## config.mk

```make
export PLATFORM = sky130hd
export DESIGN_NAME = uart_rx_control
export DESIGN_NICKNAME = d
export VERILOG_FILES = /design/src/rtl/uart_pkg.sv /design/src/rtl/uart_rx_sync.sv /design/src/rtl/uart_rx_control.sv
export SDC_FILE = /design/constraint.sdc
export NUM_CORES = 1
export LEC_CHECK = 0
export ABC_AREA = 1
export CAP_MARGIN = 20
export CORE_ASPECT_RATIO = 1.75
export CORE_MARGIN = 2
export CORE_UTILIZATION = 56
export CTS_BUF_LIST = sky130_fd_sc_hd__clkbuf_4 sky130_fd_sc_hd__clkbuf_8 sky130_fd_sc_hd__clkbuf_16
export CTS_CLUSTER_SIZE = 20
export DETAILED_ROUTE_END_ITERATION = 7
export DONT_BUFFER_PORTS = 1
export GPL_ROUTABILITY_DRIVEN = 0
export PLACE_DENSITY = 0.85
export SKIP_CTS_REPAIR_TIMING = 1
export SLEW_MARGIN = 20
export SYNTH_ARGS = -nofsm -noshare
export SYNTH_HDL_FRONTEND = slang
export SYNTH_SLANG_ARGS = --single-unit
```

## constraint.sdc

```tcl
create_clock -name clk -period 1.9 [get_ports clk]
set_input_delay 0.285 -clock clk [delete_from_list [all_inputs] [get_ports clk]]
set_output_delay 0.285 -clock clk [all_outputs]
set_load 0.1 [all_outputs]
```

## src/rtl/uart_pkg.sv

```systemverilog
`default_nettype none
// ============================================================================
// Module      : uart_pkg
// Description : Shared UART types: frame control word, receive FSM states and
//               the data-bit-count decode.
// Revision    : 1.0 - initial release
// ============================================================================
package uart_pkg;

    typedef struct packed {
        logic [2:0] num_bits;
        logic       parity_en;
        logic       parity_odd;
        logic       stop2;
    } control_t;

    typedef enum logic [2:0] {
        IDLE      = 3'd0,
        START     = 3'd1,
        DATA      = 3'd2,
        PARITY    = 3'd3,
        STOP      = 3'd4,
        WAIT_IDLE = 3'd5
    } rx_state_t;

    localparam int unsigned C_MAX_BITS = 9;

    // Codes 0..4 select 5..9 data bits; the unused codes fall back to 8.
    function automatic logic [3:0] decode_num_bits(input logic [2:0] num_bits);
        logic [3:0] w_n;
        if (num_bits <= 3'd4) begin
            w_n = {1'b0, num_bits} + 4'd5;
        end else begin
            w_n = 4'd8;
        end
        return w_n;
    endfunction

endpackage
`default_nettype wire

```

## src/rtl/uart_rx_sync.sv

```systemverilog
`default_nettype none
// ============================================================================
// Module      : uart_rx_sync
// Description : Two-flop synchroniser for the rx line (resets to idle-high)
//               with a falling-edge detect on the synchronised output.
// Revision    : 1.0 - initial release
// ============================================================================
module uart_rx_sync (
    input  logic clk,
    input  logic reset,
    input  logic rx,
    output logic rx_s,
    output logic rx_fall
);

    logic r_meta;
    logic r_sync;
    logic r_prev;

    always_ff @(posedge clk) begin
        if (reset) begin
            r_meta <= 1'b1;
            r_sync <= 1'b1;
            r_prev <= 1'b1;
        end else begin
            r_meta <= rx;
            r_sync <= r_meta;
            r_prev <= r_sync;
        end
    end

    assign rx_s    = r_sync;
    assign rx_fall = r_prev & ~r_sync;

endmodule
`default_nettype wire

```

## src/rtl/uart_rx_control.sv

```systemverilog
`default_nettype none
// ============================================================================
// Module      : uart_rx_control
// Description : UART receive engine: oversampled start validation, 5-9 data
//               bits LSB-first, optional parity, stop check, valid/ready out.
//               Define UART_RX_PARITY_EN to enable the parity comparison.
// Revision    : 1.0 - initial release
// ============================================================================
module uart_rx_control
    import uart_pkg::*;
#(
    parameter int unsigned OVERSAMPLE = 16
) (
    input  logic       clk,
    input  logic       reset,
    input  logic       baud_x16,
    input  control_t   control,
    input  logic       rx,
    output logic [8:0] data,
    output logic       vld,
    input  logic       rdy,
    output logic       parity_err,
    output logic       frame_err,
    output logic       overrun,
    output logic       busy
);

    localparam int unsigned      C_TW   = $clog2(OVERSAMPLE);
    localparam logic [C_TW-1:0]  C_HALF = C_TW'(OVERSAMPLE / 2 - 1);
    localparam logic [C_TW-1:0]  C_FULL = C_TW'(OVERSAMPLE - 1);

    rx_state_t       r_state;
    rx_state_t       w_next;
    logic [C_TW-1:0] r_tcnt;
    logic [3:0]      r_bcnt;
    logic [8:0]      r_shift;
    control_t        r_ctrl;
    logic [8:0]      r_data;
    logic            r_vld;
    logic            r_perr;
    logic            r_ferr;
    logic            r_ovr;

    logic            w_rx_s;
    logic            w_rx_fall;
    logic [3:0]      w_nbits;
    logic            w_start_tick;
    logic            w_bit_tick;
    logic            w_load;
    logic            w_drop;
    logic            w_frame_start;
    logic            w_par_pend;
    logic            w_unused_ctrl;

    uart_rx_sync u_sync (
        .clk     (clk),
        .reset   (reset),
        .rx      (rx),
        .rx_s    (w_rx_s),
        .rx_fall (w_rx_fall)
    );

    assign w_nbits       = decode_num_bits(r_ctrl.num_bits);
    assign w_start_tick  = baud_x16 && (r_tcnt == C_HALF);
    assign w_bit_tick    = baud_x16 && (r_tcnt == C_FULL);
    assign w_frame_start = (r_state == IDLE) && w_rx_fall;
    assign w_unused_ctrl = ^{r_ctrl.stop2, r_ctrl.parity_odd};

    always_ff @(posedge clk) begin
        if (reset) begin
            r_state <= WAIT_IDLE;
        end else begin
            r_state <= w_next;
        end
    end

    always_comb begin
        w_next = r_state;
        w_load = 1'b0;
        w_drop = 1'b0;
        case (r_state)
            IDLE: begin
                if (w_rx_fall) w_next = START;
            end
            START: begin
                if (w_start_tick) w_next = w_rx_s ? IDLE : DATA;
            end
            DATA: begin
                if (w_bit_tick && (r_bcnt == w_nbits - 4'd1)) begin
                    w_next = r_ctrl.parity_en ? PARITY : STOP;
                end
            end
            PARITY: begin
                if (w_bit_tick) w_next = STOP;
            end
            STOP: begin
                if (w_bit_tick) begin
                    // An accept in this same cycle frees the holding slot.
                    if (r_vld && !rdy) begin
                        w_drop = 1'b1;
                    end else begin
                        w_load = 1'b1;
                    end
                    w_next = w_rx_s ? IDLE : WAIT_IDLE;
                end
            end
            WAIT_IDLE: begin
                if (w_rx_s) w_next = IDLE;
            end
            default: w_next = WAIT_IDLE;
        endcase
    end

    always_ff @(posedge clk) begin
        if (reset) begin
            r_tcnt  <= '0;
            r_bcnt  <= '0;
            r_shift <= '0;
            r_ctrl  <= '0;
            r_data  <= '0;
            r_vld   <= 1'b0;
            r_perr  <= 1'b0;
            r_ferr  <= 1'b0;
            r_ovr   <= 1'b0;
        end else begin
            if (w_next != r_state) begin
                r_tcnt <= '0;
            end else if (baud_x16) begin
                r_tcnt <= r_tcnt + 1'b1;
            end

            if (w_frame_start) begin
                r_ctrl  <= control;
                r_shift <= '0;
                r_bcnt  <= '0;
            end else if ((r_state == DATA) && w_bit_tick) begin
                r_shift[r_bcnt] <= w_rx_s;
                r_bcnt          <= r_bcnt + 4'd1;
            end

            if (w_load) begin
                r_data <= r_shift;
                r_perr <= w_par_pend;
                r_ferr <= ~w_rx_s;
                r_vld  <= 1'b1;
            end else if (r_vld && rdy) begin
                r_vld <= 1'b0;
            end

            r_ovr <= w_drop;
        end
    end

`ifdef UART_RX_PARITY_EN
    logic r_par_pend;

    always_ff @(posedge clk) begin
        if (reset || w_frame_start) begin
            r_par_pend <= 1'b0;
        end else if ((r_state == PARITY) && w_bit_tick) begin
            r_par_pend <= w_rx_s ^ (^r_shift) ^ r_ctrl.parity_odd;
        end
    end

    assign w_par_pend = r_par_pend;
`else
    assign w_par_pend = 1'b0;
`endif

    assign data       = r_data;
    assign vld        = r_vld;
    assign parity_err = r_perr;
    assign frame_err  = r_ferr;
    assign overrun    = r_ovr;
    assign busy       = (r_state != IDLE);

endmodule
`default_nettype wire

```

==> flow_summary.yaml <==
worst_setup_path:
  crit_chain: "inv_4, ha_4, nand2_4, ha_4, inv_2, nand2_1, nand2_1, nor2_2, nand3_2, nor2_4, nand3_4, nand2_2, nand3_1, nor2_2, nor2_2, nand2_2, nor2_1"
  worstPathRequired_ns: 2.08
  r2r_start: "r_ctrl[3]$_SDFFE_PP0P_"
  slowest_delay_ns: 0.35
  cp-start-kind: "register"
  reg2reg_to: "r_tcnt[1]$_SDFFE_PP0P_"
  reg2reg_depth: 17
  criticalPathCategory: "register to register"
  cp_data_arrival_time_ns: 2.32
  worst_setup_path_end_kind: "register"
  cp_common_cell: "nor2_2"
  cp_slowest_cell: "dfxtp_2"
  r2r_setup_slack_ns: -0.24
  cp_max_fo: 4
routing:
  wl_met1_um: 1568
  drt-total-wl_um: 3974
  ant_nets: 0
  dr_wl_met2_um: 2107
  first_iter_violations: 33
  vias: 1740
  drc: 0
  dr_wl_met3_um: 180
  wire_per_inst_um: 11.97
  firstDrtPassIters: 5
  avgViaCountPerCell: 5.241
  topRoutingLayerUsed: "met4"
grt:
  grt_max_degree: 17
  grt_pass1_vias: 1601
  gr-total-overflow: 0
  grt_usage_pct: 20.76
  grt_pass1_wl_um: 6423
  grt_antenna_before_repair: 0
cts:
  insertion_delay_ns: 0.29
  cts_sinks: 39
  cts_max_level: 2
  cts_tree: "yes"
  root_buffer: "clkbuf_8"
  path_clk_slew_ns: 0.07
  cts-buffers-inserted: 5
  cts_buffer_depth: 2
logic_synthesis:
  synth_xor_area_share_pct: 1.788
  synth-seq-area-share_pct: 39.85
  synth.area.top_cells: "dfxtp_1 40%, nor2_1 6.7%, inv_1 6.3%, o21ai_0 6.1%, nand2_1 6.1%"
  muxShareOfSynthArea_pct: 0.5109
  syn_avg_cell_area_um2: 7.450
  async_flop_share_pct: 0
  synth_edf_count: 0
  synth_fa_ha_area_share_pct: 5.109
  synth_nets: 282
  ys_ff_latch: 39
  synth_top_area_share_pct: 39.85
  yosys.area_share.simple_pct: 28.10
  synth_top_family_by_area: "simple AND/OR/NAND/NOR gates"
  synth_area_um2: 1959
  yosys_warnings: 0
  ys_types: 34
  synth_flop_cell: "dfxtp_1"
  synth-compound-area-share_pct: 14.81
  netlist_instances: 263
  synth_top_area_cell: "dfxtp_1"
timing:
  period_minus_slack_ns: 2.140
  hold_violations: 0
  rsz0062_at_grt: "true"
  skew_ns: 0.009469
  fin_crit_sh_pct: 112.6
  worst_slack_ns: -0.2397
  maxClockFrequency_mhz: 467.4
  setup_violations: 5
  setup_tns_ns: -0.9551
  slew_viol_final: 0
flow_run:
  maxCapViolations: 0
min_path:
  hold_class: "primary input to register"
  hold_depth: 1
  min_from: "reset"
  holdPathEnd: "vld$_SDFFE_PP0P_"
placed_design:
  dp_hpwl_um: 2974
  dpl.cell_count: 325
  port_buffers: 0
floorplanning:
  num_rows: 28
  die_area_um2: 4007
  io_pins: 25
  die_width_um: 48.72
  fp.dieH_um: 82.25
  coreArea_um2: 3363
  start_util_pct: 58.26
finish:
  fillers: 293
  drive_gt1_share_pct: 24.74
  regArea_um2: 783.3
  diodes: 0
  final_common_cell: "dfxtp_1"
  multiInputGateArea_um2: 1055
  final_cell_mix: "37 x dfxtp_1, 33 x nor2_1, 29 x inv_1, 29 x nand2_1, 24 x o21ai_0"
  finalNonFillerCells: 332
  finalNetCount: 306
  area_growth_syn_to_layout_pct: 18.14
power_and_ir_drop:
  total_power_mw: 1.510
  power.density_nw_per_um2: 652.5
  p_leak_nw: 1.056
  ir_worst_vdd_mv: 0.7556
outcome:
  violations: "setup timing"
  outcome: "complete, but fails checks"
-- final cells by class --
type | instances | share of cell area [%]
repair buffers | 24 | 7.946
clock inverters | 1 | 0.2162
flip-flops and latches | 39 | 33.84
clock buffers | 6 | 3.568
inverters | 39 | 6.432
multi-input cells | 178 | 45.57
well taps | 45 | 2.432
-- how the worst max path moves through the flow --
stage | cells past startpoint | start | endpoint | slack (ns)
2_1_floorplan | 17 | r_ctrl[3]$_SDFFE_PP0P_ | r_tcnt[0]$_SDFFE_PP0P_ | -0.04
3_3_place_gp | 19 | r_ctrl[4]$_SDFFE_PP0P_ | r_tcnt[2]$_SDFFE_PP0P_ | -0.13
3_5_place_dp | 19 | r_ctrl[4]$_SDFFE_PP0P_ | r_tcnt[0]$_SDFFE_PP0P_ | -0.18
4_1_cts | 19 | r_ctrl[4]$_SDFFE_PP0P_ | r_tcnt[1]$_SDFFE_PP0P_ | -0.20
5_1_grt | 17 | r_ctrl[3]$_SDFFE_PP0P_ | r_tcnt[1]$_SDFFE_PP0P_ | -0.42
6_report | 17 | r_ctrl[3]$_SDFFE_PP0P_ | r_tcnt[1]$_SDFFE_PP0P_ | -0.24
-- through the flow --
stage | area, um2 | setup slack [ns] | hold slack [ns] | utilization (%)
after floorplan | 1999 | -0.04497 | 0.3888 | -
after global placement | 2193 | -0.1338 | 0.3565 | 65.22
after detailed placement | 2193 | -0.1820 | 0.3594 | 65.22
after CTS | 2281 | -0.2037 | 0.05372 | 67.82
after global routing | 2315 | -0.4231 | 0.04875 | 68.82
final | 2315 | -0.2397 | 0.05408 | 68.82
-- cells in the mapped netlist (3+ instances only) --
library cell / count
inv_2: 6
clkbuf_1: 3
ha_1: 8
a31oi_1: 3
nand2_2: 5
a21oi_1: 20
nand3_1: 14
nand3_2: 3
nor2_1: 35
nand4_1: 4
inv_1: 33
o21ai_0: 24
dfxtp_1: 39
nand2_1: 32
nor3_1: 6
nor2_2: 3
-- layer usage --
layer	track usage, %	vias to the layer above
met2	40.68	54
met5	0	-
met4	12.00	0
met1	20.25	773
met3	3.597	13
li1	-	900
-- kinds of logic (layout without fill, tap and decap cells) --
kind of cell,after synthesis,after routing
buf+inv,46,70
xor+xnor,4,4
simple gates,110,110
fa+ha+maj,8,8
mux,1,1
compound gates,54,54
other cells,1,1
flops,39,39
-- flip-flops by register name, summed over array words and instances, names as in the netlist --
register       count
u_sync.rx_s        1
frame_err          1
vld                1
r_shift            9
data               9
r_bcnt             4
r_tcnt             4
r_state            3
r_ctrl             4
u_sync.r_prev      1
u_sync.r_meta      1
overrun            1
-- power by group --
part	switching [mW]	internal (mW)	total [mW]
registers	0.0104	0.827	0.837
logic	0.0779	0.0395	0.117
clock network	0.271	0.284	0.556
total	0.360	1.15	1.51
-- worst max-delay path: cells and delay by family (launching register included) --
kind | cells | cell delay, ns
simple gates | 13 | 1.09
flops | 1 | 0.35
fa+ha+maj | 2 | 0.53
buf+inv | 2 | 0.06
(Power assumes the default switching activity.)
